--- src/rtl/mips_ctrl_pkg.sv ---
// Shared MIPS control-transfer encodings and the redirect sequencer state type.
// Imported by the branch condition evaluator and the redirect controller.
package mips_ctrl_pkg;

  localparam logic [5:0] OP_SPECIAL = 6'h00;
  localparam logic [5:0] OP_REGIMM  = 6'h01;
  localparam logic [5:0] OP_J       = 6'h02;
  localparam logic [5:0] OP_JAL     = 6'h03;
  localparam logic [5:0] OP_BEQ     = 6'h04;
  localparam logic [5:0] OP_BNE     = 6'h05;
  localparam logic [5:0] OP_BLEZ    = 6'h06;
  localparam logic [5:0] OP_BGTZ    = 6'h07;

  localparam logic [5:0] FN_JR      = 6'h08;
  localparam logic [5:0] FN_JALR    = 6'h09;

  localparam logic [4:0] RT_BLTZ    = 5'h00;
  localparam logic [4:0] RT_BGEZ    = 5'h01;
  localparam logic [4:0] RT_BLTZAL  = 5'h10;
  localparam logic [4:0] RT_BGEZAL  = 5'h11;

  typedef enum logic [1:0] {
    ST_IDLE,
    ST_WAIT_DS,
    ST_REDIRECT
  } redir_state_e;

endpackage

--- src/rtl/branch_cond_eval.sv ---
// Combinational decode of a control-transfer instruction: is it one, is it taken,
// and does it write a link register (o_link_sel=1 selects the rd field, else LINK_REG).
module branch_cond_eval
  import mips_ctrl_pkg::*;
(
  input  logic [31:0] i_inst,
  input  logic [31:0] i_rs,
  input  logic [31:0] i_rt,
  output logic        o_is_ctrl,
  output logic        o_taken,
  output logic        o_is_link,
  output logic        o_link_sel
);

  logic [5:0] w_op;
  logic [5:0] w_fn;
  logic [4:0] w_rt_field;
  logic       w_rs_neg;
  logic       w_rs_zero;
  logic       w_eq;
  logic       w_unused;

  assign w_op       = i_inst[31:26];
  assign w_fn       = i_inst[5:0];
  assign w_rt_field = i_inst[20:16];
  assign w_rs_neg   = i_rs[31];
  assign w_rs_zero  = (i_rs == 32'd0);
  assign w_eq       = (i_rs == i_rt);
  assign w_unused   = ^{i_inst[25:21], i_inst[15:6]};

  // Signed comparisons against zero reduce to the sign bit plus a zero test.
  always_comb begin
    o_is_ctrl  = 1'b0;
    o_taken    = 1'b0;
    o_is_link  = 1'b0;
    o_link_sel = 1'b0;
    case (w_op)
      OP_SPECIAL: begin
        if (w_fn == FN_JR) begin
          o_is_ctrl = 1'b1;
          o_taken   = 1'b1;
        end else if (w_fn == FN_JALR) begin
          o_is_ctrl  = 1'b1;
          o_taken    = 1'b1;
          o_is_link  = 1'b1;
          o_link_sel = 1'b1;
        end
      end
      OP_REGIMM: begin
        case (w_rt_field)
          RT_BLTZ: begin
            o_is_ctrl = 1'b1;
            o_taken   = w_rs_neg;
          end
          RT_BGEZ: begin
            o_is_ctrl = 1'b1;
            o_taken   = ~w_rs_neg;
          end
          RT_BLTZAL: begin
            o_is_ctrl = 1'b1;
            o_taken   = w_rs_neg;
            o_is_link = 1'b1;
          end
          RT_BGEZAL: begin
            o_is_ctrl = 1'b1;
            o_taken   = ~w_rs_neg;
            o_is_link = 1'b1;
          end
          default: ;
        endcase
      end
      OP_J: begin
        o_is_ctrl = 1'b1;
        o_taken   = 1'b1;
      end
      OP_JAL: begin
        o_is_ctrl = 1'b1;
        o_taken   = 1'b1;
        o_is_link = 1'b1;
      end
      OP_BEQ: begin
        o_is_ctrl = 1'b1;
        o_taken   = w_eq;
      end
      OP_BNE: begin
        o_is_ctrl = 1'b1;
        o_taken   = ~w_eq;
      end
      OP_BLEZ: begin
        o_is_ctrl = 1'b1;
        o_taken   = w_rs_neg | w_rs_zero;
      end
      OP_BGTZ: begin
        o_is_ctrl = 1'b1;
        o_taken   = ~w_rs_neg & ~w_rs_zero;
      end
      default: ;
    endcase
  end

endmodule

--- src/rtl/branch_redirect_ctrl.sv ---
// Resolves control transfers in ID, waits for the delay slot to be fetched, then
// hands IF a redirect; also issues link writes and counts taken/not-taken transfers.
module branch_redirect_ctrl
  import mips_ctrl_pkg::*;
#(
  parameter int         CNT_W    = 32,
  parameter logic [4:0] LINK_REG = 5'd31
) (
  input  logic             clk,
  input  logic             rst,
  input  logic             id_valid,
  input  logic             id_stall,
  input  logic [31:0]      id_inst,
  input  logic [31:0]      id_pc,
  input  logic [31:0]      rs_data,
  input  logic [31:0]      rt_data,
  input  logic [31:0]      target_addr,
  input  logic             flush,
  input  logic             ds_fetched,
  input  logic             redirect_ready,
  output logic             redirect_valid,
  output logic [31:0]      redirect_pc,
  output logic             in_delay_slot,
  output logic             link_we,
  output logic [4:0]       link_rd,
  output logic [31:0]      link_data,
  output logic             ds_branch_err,
  output logic [CNT_W-1:0] taken_cnt,
  output logic [CNT_W-1:0] nt_cnt
);

  logic             w_is_ctrl;
  logic             w_taken;
  logic             w_is_link;
  logic             w_link_sel;
  logic             w_accept;
  logic             w_idle_accept;
  logic             w_ds_accept;
  redir_state_e     r_state;
  redir_state_e     w_state_nxt;
  logic [31:0]      r_target;
  logic             r_link_we;
  logic [4:0]       r_link_rd;
  logic [31:0]      r_link_data;
  logic             r_ds_err;
  logic [CNT_W-1:0] r_taken_cnt;
  logic [CNT_W-1:0] r_nt_cnt;

  branch_cond_eval u_eval (
    .i_inst     (id_inst),
    .i_rs       (rs_data),
    .i_rt       (rt_data),
    .o_is_ctrl  (w_is_ctrl),
    .o_taken    (w_taken),
    .o_is_link  (w_is_link),
    .o_link_sel (w_link_sel)
  );

  assign w_accept      = id_valid & ~id_stall & ~flush & w_is_ctrl;
  assign w_idle_accept = w_accept & (r_state == ST_IDLE);
  // A transfer arriving while one is still in flight sits in a delay slot.
  assign w_ds_accept   = w_accept & (r_state != ST_IDLE);

  always_ff @(posedge clk) begin
    if (rst) r_state <= ST_IDLE;
    else     r_state <= w_state_nxt;
  end

  always_comb begin
    w_state_nxt = r_state;
    if (flush) begin
      w_state_nxt = ST_IDLE;
    end else begin
      case (r_state)
        ST_IDLE:     if (w_idle_accept && w_taken) w_state_nxt = ST_WAIT_DS;
        ST_WAIT_DS:  if (ds_fetched)               w_state_nxt = ST_REDIRECT;
        ST_REDIRECT: if (redirect_ready)           w_state_nxt = ST_IDLE;
        default:                                   w_state_nxt = ST_IDLE;
      endcase
    end
  end

  always_ff @(posedge clk) begin
    if (rst) begin
      r_target    <= '0;
      r_link_we   <= 1'b0;
      r_link_rd   <= '0;
      r_link_data <= '0;
      r_ds_err    <= 1'b0;
      r_taken_cnt <= '0;
      r_nt_cnt    <= '0;
    end else begin
      r_link_we <= w_idle_accept & w_is_link;
      r_ds_err  <= w_ds_accept;
      if (flush)
        r_target <= '0;
      else if (w_idle_accept && w_taken)
        r_target <= target_addr;
      if (w_idle_accept && w_is_link) begin
        r_link_rd   <= w_link_sel ? id_inst[15:11] : LINK_REG;
        r_link_data <= id_pc + 32'd8;
      end
      if (w_idle_accept && w_taken && (r_taken_cnt != '1))
        r_taken_cnt <= r_taken_cnt + 1'b1;
      if (w_idle_accept && !w_taken && (r_nt_cnt != '1))
        r_nt_cnt <= r_nt_cnt + 1'b1;
    end
  end

  assign redirect_valid = (r_state == ST_REDIRECT);
  assign redirect_pc    = redirect_valid ? r_target : 32'd0;
  assign in_delay_slot  = (r_state == ST_WAIT_DS);
  assign link_we        = r_link_we;
  assign link_rd        = r_link_we ? r_link_rd : 5'd0;
  assign link_data      = r_link_we ? r_link_data : 32'd0;
  assign ds_branch_err  = r_ds_err;
  assign taken_cnt      = r_taken_cnt;
  assign nt_cnt         = r_nt_cnt;

endmodule

--- config.mk ---
export PLATFORM = sky130hd
export DESIGN_NAME = branch_redirect_ctrl
export DESIGN_NICKNAME = d
export VERILOG_FILES = /design/src/rtl/mips_ctrl_pkg.sv /design/src/rtl/branch_cond_eval.sv /design/src/rtl/branch_redirect_ctrl.sv
export SDC_FILE = /design/constraint.sdc
export NUM_CORES = 1
export LEC_CHECK = 0
export CAP_MARGIN = 0
export CORE_UTILIZATION = 45
export DETAILED_ROUTE_END_ITERATION = 10
export PLACE_DENSITY = 0.81
export SKIP_CTS_REPAIR_TIMING = 1
export SYNTH_ARGS = -nofsm -noshare
export SYNTH_HDL_FRONTEND = slang
export SYNTH_SLANG_ARGS = --single-unit
--- constraint.sdc ---
create_clock -name clk -period 7.85 [get_ports clk]
set_input_delay 1.57 -clock clk [delete_from_list [all_inputs] [get_ports clk]]
set_output_delay 1.57 -clock clk [all_outputs]
set_load 0.05 [all_outputs]
==> flow_summary.yaml, run 1 <==
sta:
  fin_crit_ns: 4.829
  timing.fmax_mhz: 207.1
  min_period_over_period: 0.6151
  fin_skew_ns: 0.01359
  hold_viol_final: 0
  setup_tns_ns: 0
  setup_ws_ns: 3.021
  max-slew-margin-rel: 0.2576
  worstMarginPinSlew_ns: 1.111
  setup_violations: 0
  finalMaxSlewViolations: 0
  rsz0062_at_grt: "no"
worst_setup_path:
  cp.arrival_ns: 5.14
  path_max_fanout: 53
  cp-end-kind: "register"
  crit_path_start_kind: "primary input"
  path_class: "in -> reg"
  cp.required_ns: 8.16
  r2r_setup_slack_ns: 4.82
  rr_worst_depth: 8
detailed_routing:
  wl_per_cell_um: 15.89
  drtIter0Drc: 502
  ant_nets: 0
  first_pass_iters: 5
  wl_um: 23070
  via_count: 7714
  via_per_inst: 5.313
  drcViolationCount: 0
yosys:
  synthDominantCellAreaShare: 0.3757
  synth_edf_count: 0
  synth_area_leaders: "dfxtp_1, nand2_1, xor2_1, a21oi_1, and2_1"
  synthTopCellsByCount: "nand2_1, dfxtp_1, a21oi_1"
  synth_ff_type: "dfxtp_1"
  yosysWarnings: 0
  yosysMostFrequentCell: "nand2_1"
  synthesis.area_mm2: 0.007301
  ys_seq_area_frac: 0.3757
  syn-mean-instance-area_um2: 7.685
  yosys.cell_types.count: 52
  syn_nets: 1120
  synth_seq_cells: 137
  synth_top_cell_by_area: "dfxtp_1"
  netlist_instances: 950
  synthArstFlopShare: 0
placed_design:
  port_buffers: 293
  placed_cells: 1420
  dp_hpwl_um: 17000
  place_ws_ns: 2.588
  finalWeightedCongestion: 0.8962
power:
  clockPowerShare: 0.485
  p_sw_frac: 0.2300
  p_seq_frac: 0.428
  powerDensity_mw_per_mm2: 148.2
  pwr-share-comb: 0.087
  p_int_mw: 1.250
  peakVddDrop_mv: 0.1531
  p_leak_nw: 3.654
  power.switching_uw: 373.5
  finalPower_mw: 1.624
run:
  cap_viol_max_count: 0
clock_network:
  cts_tree: "yes"
  cts.sinks: 137
  htreeDepth: 4
  clkTransAtPathRegs_ns: 0.06
  clock_latency_ns: 0.42
  cts_root_buffer: "clkbuf_16"
  cts_made_buffers: 17
  cts.path.max_buffers: 2
grt:
  use_met1: 0.3410
  grt-ovfl-total: 0
  grtUsageMet3: 0.07680
  grt_antenna_before_repair: 0
  busiest_layer: "met2"
  grt_pass1_wl_um: 36070
  grt_max_degree: 66
  use_met2: 0.4557
  grt_pass1_vias: 7225
  grt_use_total: 0.2779
worst_hold_path:
  whs_path_depth: 2
  hp-class: "reg -> reg"
layout:
  antenna_cells: 0
  area_growth_pct: 50.04
  drive_above_1_share: 0.05016
  final_nets: 1393
  fin_cells: 1452
floorplan:
  dieArea_mm2: 0.01674
  io_pins: 304
  core_mm2: 0.01589
  rows: 46
  start_util: 0.4596
  die_x_um: 129.4
  chipHeight_um: 129.4
status:
  status: "finished clean"
layer usage:
metal  vias up  wire [µm]
met5         -          0
met4         0        654
met3        43       1647
met2       250      10880
met1      3601       9891
li1       3820          -
sequential cells by signal, summed over array words and instances, names as in the netlist:
| name | flops |
|---|---|
| r_link_rd | 5 |
| r_state | 2 |
| link_we | 1 |
| nt_cnt | 32 |
| ds_branch_err | 1 |
| taken_cnt | 32 |
| r_target | 32 |
| r_link_data | 32 |
stage by stage:
step	cell area, µm²	utilization	hold slack (ns)
finish	10950	0.6896	0.4438
global route	10950	0.6896	0.4606
CTS	10950	0.6896	0.4469
detailed placement	10380	0.6534	0.4390
global placement	10380	0.6534	0.4333
floorplan	7301	-	0.4273
kinds of logic (layout without fill, tap and decap cells):
group | after synthesis | after routing | share of synthesized area
compound gates | 141 | 141 | 0.1129
simple gates | 510 | 510 | 0.3548
xor+xnor | 83 | 83 | 0.09957
buf+inv | 64 | 350 | 0.03376
mux | 12 | 12 | 0.01817
fa+ha+maj | 3 | 3 | 0.005142
flops | 137 | 137 | 0.3757
worst paths after layout:
check / startpoint / endpoint
worst min-delay path: r_target[1] / r_target[1]
worst max-delay path: id_inst[3] / taken_cnt[17]
worst max register to register: taken_cnt[3] / taken_cnt[3]
worst min register to register: r_target[1] / r_target[1]
cells in the final DEF (no fill, tap or decap), types with 20 or more instances in the layout:
cell type        count
xor2_1              61
nand2_1            171
clkdlybuf4s50_1    292
nand3_1             48
xnor2_1             22
and2_1              73
nor4_1              27
nor2_1              67
dfxtp_1            137
nand4_1             24
nor3_1              25
a21oi_1             94
inv_1               20
power by group through the flow:
stage          clock (mW)  combinational (mW)  sequential, mW
6_report            0.787               0.141           0.695
4_1_cts             0.799               0.141           0.695
3_3_place_gp            0               0.139           0.711
3_5_place_dp            0               0.140           0.711
2_1_floorplan           0              0.0392           0.711
5_1_grt             0.830               0.151           0.695
worst max-delay path, cell delays in order:
cell and delay [ns]:
clkdlybuf4s50_1 0.49, nor3b_1 0.43, a2111oi_1 0.26, nor4_2 0.58
nand2_1 0.19, o221ai_4 0.19, buf_4 0.50, nand2_2 0.23
nor4_1 0.32, mux2_2 0.37
cell type report:
type / count / area [µm²]
Fill cell: 1355 / 4931
Multi-Input combinational cell: 749 / 4323
Timing Repair Buffer: 298 / 2968
Sequential cell: 137 / 2743
Clock buffer: 18 / 429.2
Tap cell: 216 / 270.3
Clock inverter: 14 / 146.4
Inverter: 20 / 75.07
No activity file was read; power rests on OpenSTA's default activity.
==> run 2, diff against run 1 <==
- CORE_UTILIZATION: 45 -> 44
- PLACE_DENSITY: 0.81 -> 0.79
- clock period: 7.85 -> 5.03 ns (I/O delays scaled with it)
==> flow_summary.yaml, run 2 (synthesis results as in run 1) <==
clock_network:
  htreeDepth: 4
  cts_root_buffer: "clkbuf_16"
  cts_tree: "yes"
  cts.sinks: 137
  clock_latency_ns: 0.42
  clkTransAtPathRegs_ns: 0.06
  cts_made_buffers: 17
  cts.path.max_buffers: 2
sta:
  finalMaxSlewViolations: 0
  hold_viol_final: 0
  setup_violations: 0
  holdWs_ns: 0.4440
  timing.fmax_mhz: 258.7
  rsz0062_at_grt: "no"
  setup_ws_ns: 1.164
  fin_skew_ns: 0.006461
  min_period_over_period: 0.7685
  worstMarginPinSlew_ns: 1.122
  fin_crit_ns: 3.866
  max-slew-margin-rel: 0.2512
  setup_tns_ns: 0
layout:
  layout_commonest_cell: "clkdlybuf4s50_1"
  antenna_cells: 0
  drive_above_1_share: 0.05250
  fin_cells: 1454
  area_growth_pct: 50.63
  final_nets: 1395
  final_cell_mix: "clkdlybuf4s50_1, nand2_1, dfxtp_1"
detailed_routing:
  ant_nets: 0
  drcViolationCount: 0
  wl_per_cell_um: 15.73
  via_count: 7751
  wl_um: 22870
  drtIter0Drc: 521
  first_pass_iters: 5
  via_per_inst: 5.331
grt:
  grt_pass1_wl_um: 36140
  grt_max_degree: 60
  grt-ovfl-total: 0
  grt_use_total: 0.2708
  grt_pass1_vias: 7174
  grt_antenna_before_repair: 1
floorplan:
  start_util: 0.4547
  core_mm2: 0.01606
  rows: 46
  io_pins: 304
  dieArea_mm2: 0.01711
  die_x_um: 130.8
  chipHeight_um: 130.8
worst_setup_path:
  critPathMaxStageDelay_ns: 0.58
  path_max_fanout: 9
  crit_path_start_kind: "primary input"
  rr_worst_depth: 8
  cp.required_ns: 5.34
  cp.arrival_ns: 4.17
  path_class: "in -> reg"
  path_cells: "clkdlybuf4s50_1 -> nor4_4 -> a2111oi_1 -> nor4_2 -> nand2_1 -> o221ai_4 -> nand2_2 -> nor4_1 -> mux2_2"
  cp-end-kind: "register"
  slowest_stage: "clkdlybuf4s50_1"
placed_design:
  place_ws_ns: 0.7692
  dp_hpwl_um: 16860
  placed_cells: 1422
  finalWeightedCongestion: 0.8711
  port_buffers: 293
worst_hold_path:
  whs_path_depth: 2
  hp-class: "reg -> reg"
power:
  p_sw_frac: 0.2238
  p_seq_frac: 0.421
  p_leak_nw: 3.674
  p_int_mw: 2.002
  pwr-share-comb: 0.085
  clockPowerShare: 0.494
  power.switching_uw: 577.2
  powerDensity_mw_per_mm2: 234.6
  peakVddDrop_mv: 0.2391
status:
  status: "finished clean"
run:
  cap_viol_max_count: 0
run 2: cell count changes in the layout (fill, tap and decap cells not counted):
cell / previous run / this run
clkinv_2: 4 / 3
bufinv_16: 2 / 3
buf_4: 6 / 8
nor2b_2: 0 / 1
nor2b_1: 13 / 12
run 2: critical path: cells and delay by family:
| family | cells | cell delay [ns] |
|---|---|---|
| AOI/OAI and AO/OA | 2 | 0.59 |
| buffers and inverters | 1 | 0.58 |
| muxes | 1 | 0.37 |
| and+or+nand+nor | 5 | 1.61 |
run 2: per-layer routing:
metal | track usage | vias up | routed length, µm
li1 | - | 3829 | -
met1 | 0.3410 | 3583 | 9582
met2 | 0.4217 | 293 | 10550
met3 | 0.09894 | 46 | 2172
met4 | 0.1028 | 0 | 562
met5 | 0 | - | 0
run 2: final timing paths:
path                                   start       endpoint  slack (ns)
worst max-delay path             id_inst[27]  taken_cnt[17]        1.16
worst min-delay path             r_target[6]    r_target[6]        0.44
worst max register to register  taken_cnt[3]  taken_cnt[17]        1.93
worst min register to register   r_target[6]    r_target[6]        0.44
run 2: layout make-up:
cell class,count,area [µm²]
inverter,20,75.07
tap,216,270.3
clock buffer,18,429.2
multi-input combinational,749,4325
clock inverter,14,171.4
fill,1345,5061
sequential,137,2743
timing repair buffer,300,2983
run 2: metrics by stage:
step	util	cell area, µm²	power (mW)
2_1_floorplan	-	7301	1.171
3_3_place_gp	0.6474	10400	1.325
3_5_place_dp	0.6474	10400	1.326
4_1_cts	0.6848	11000	2.606
5_1_grt	0.6848	11000	2.664
6_report	0.6848	11000	2.580
run 2: power groups by stage:
stage	logic, mW	clock network, mW	registers [mW]
floorplan	0.0612	0	1.11
global placement	0.215	0	1.11
finish	0.219	1.28	1.09
detailed placement	0.217	0	1.11
CTS	0.218	1.30	1.09
global route	0.235	1.34	1.08
==> run 3, diff against run 2 <==
- clock period: 5.03 -> 3.57 ns (I/O delays scaled with it)
==> flow_summary.yaml, run 3 (synthesis results as in run 1) <==
status:
  status: "finished clean"
clock_network:
  cts_root_buffer: "clkbuf_16"
  cts.path.max_buffers: 2
  cts_made_buffers: 17
  htreeDepth: 4
  clkTransAtPathRegs_ns: 0.06
  cts_tree: "yes"
  cts.sinks: 137
  clock_latency_ns: 0.42
sta:
  fin_skew_ns: 0.008316
  holdWs_ns: 0.4441
  setup_ws_ns: 0.2663
  min_period_over_period: 0.9254
  hold_viol_final: 0
  timing.fmax_mhz: 302.7
  rsz0062_at_grt: "no"
  fin_crit_ns: 3.304
  finalMaxSlewViolations: 0
  worstMarginPinSlew_ns: 1.076
  setup_tns_ns: 0
  max-slew-margin-rel: 0.2809
  setup_violations: 0
worst_setup_path:
  path_class: "in -> reg"
  slowest_stage: "clkdlybuf4s50_1"
  cp.required_ns: 3.88
  crit_path_start_kind: "primary input"
  critPathMaxStageDelay_ns: 0.49
  path_common_cell: "nand2_1"
  cp-end-kind: "register"
  path_max_fanout: 5
  crit_buf_inv: 2
  path_cells: "clkdlybuf4s50_1 -> nor3b_1 -> buf_4 -> nand2_1 -> nor4_4 -> nand2_1 -> o221ai_4 -> nand2_2 -> nor4_1 -> mux2_2"
  cp.arrival_ns: 3.61
  critPathTopFamily: "simple AND/OR/NAND/NOR gates"
floorplan:
  start_util: 0.4547
  core_mm2: 0.01606
  io_pins: 304
  chipHeight_um: 130.8
  rows: 46
  dieArea_mm2: 0.01711
  die_x_um: 130.8
detailed_routing:
  wl_um: 22820
  drtIter0Drc: 466
  wl_per_cell_um: 15.38
  via_per_inst: 5.251
  ant_nets: 0
  via_count: 7787
  first_pass_iters: 5
  drcViolationCount: 0
worst_hold_path:
  hp-class: "reg -> reg"
power:
  p_leak_nw: 3.831
  peakVddDrop_mv: 0.3512
  powerDensity_mw_per_mm2: 323.3
  finalPower_mw: 3.644
layout:
  drive_above_1_share: 0.07498
  final_nets: 1424
  area_growth_pct: 54.40
  antenna_cells: 0
  layout_commonest_cell: "clkdlybuf4s50_1"
  final_cell_mix: "clkdlybuf4s50_1, nand2_1, dfxtp_1"
  fin_util: 0.7020
placed_design:
  dp_hpwl_um: 17000
  port_buffers: 293
  finalWeightedCongestion: 0.8632
  place_ws_ns: -0.2142
grt:
  grt_pass1_wl_um: 35980
  grt_pass1_vias: 7237
  grt_antenna_before_repair: 0
  grt_max_degree: 49
  grt-ovfl-total: 0
  grt_use_total: 0.2695
run:
  cap_viol_max_count: 0
## run 3: changes by cell type in the layout (fill, tap and decap cells not counted), moves of 2 or more
cell / before / now
buf_4: 8 / 33
inv_6: 3 / 6
buf_12: 0 / 4
clkinv_2: 3 / 1
## run 3: metal layers
layer,vias to the layer above,GRT usage,share of wire
li1,3888,-,-
met4,0,0.09601,0.020
met3,37,0.08836,0.075
met1,3644,0.3305,0.43
met2,218,0.4410,0.48
met5,-,0,0
## run 3: final timing paths
check / slack (ns) / cells after the start / endpoint / startpoint
max: 0.27 / 10 / taken_cnt[17] / flush
min: 0.44 / 2 / r_link_data[10] / r_link_data[10]
max reg2reg: 0.93 / 9 / nt_cnt[15] / nt_cnt[0]
min reg2reg: 0.44 / 2 / r_link_data[10] / r_link_data[10]
## run 3: area by class of cell
cell class,count,area [µm²]
Clock buffer,18,439.2
Clock inverter,14,160.2
Fill cell,1294,4786
Inverter,20,75.07
Multi-Input combinational cell,749,4334
Sequential cell,137,2743
Tap cell,216,270.3
Timing Repair Buffer,329,3251
## run 3: worst min-delay path: cells and delay by family, from the launching register on
family,cells,cell delay (ns)
simple gates,1,0.05
compound gates,1,0.05
flops,1,0.30
## run 3: report_power, final
part           switching [mW]  total [mW]  internal, mW
combinational           0.122       0.318         0.197
clock                   0.732        1.80          1.06
sequential           0.000319        1.53          1.53
total                   0.854        3.64          2.79
## run 3: stage by stage
step                cell area (µm²)  std cells
finish                        11270       1483
global route                  11270       1483
CTS                           11260       1483
detailed placement            10660       1451
global placement              10660       1451
floorplan                      7301        950
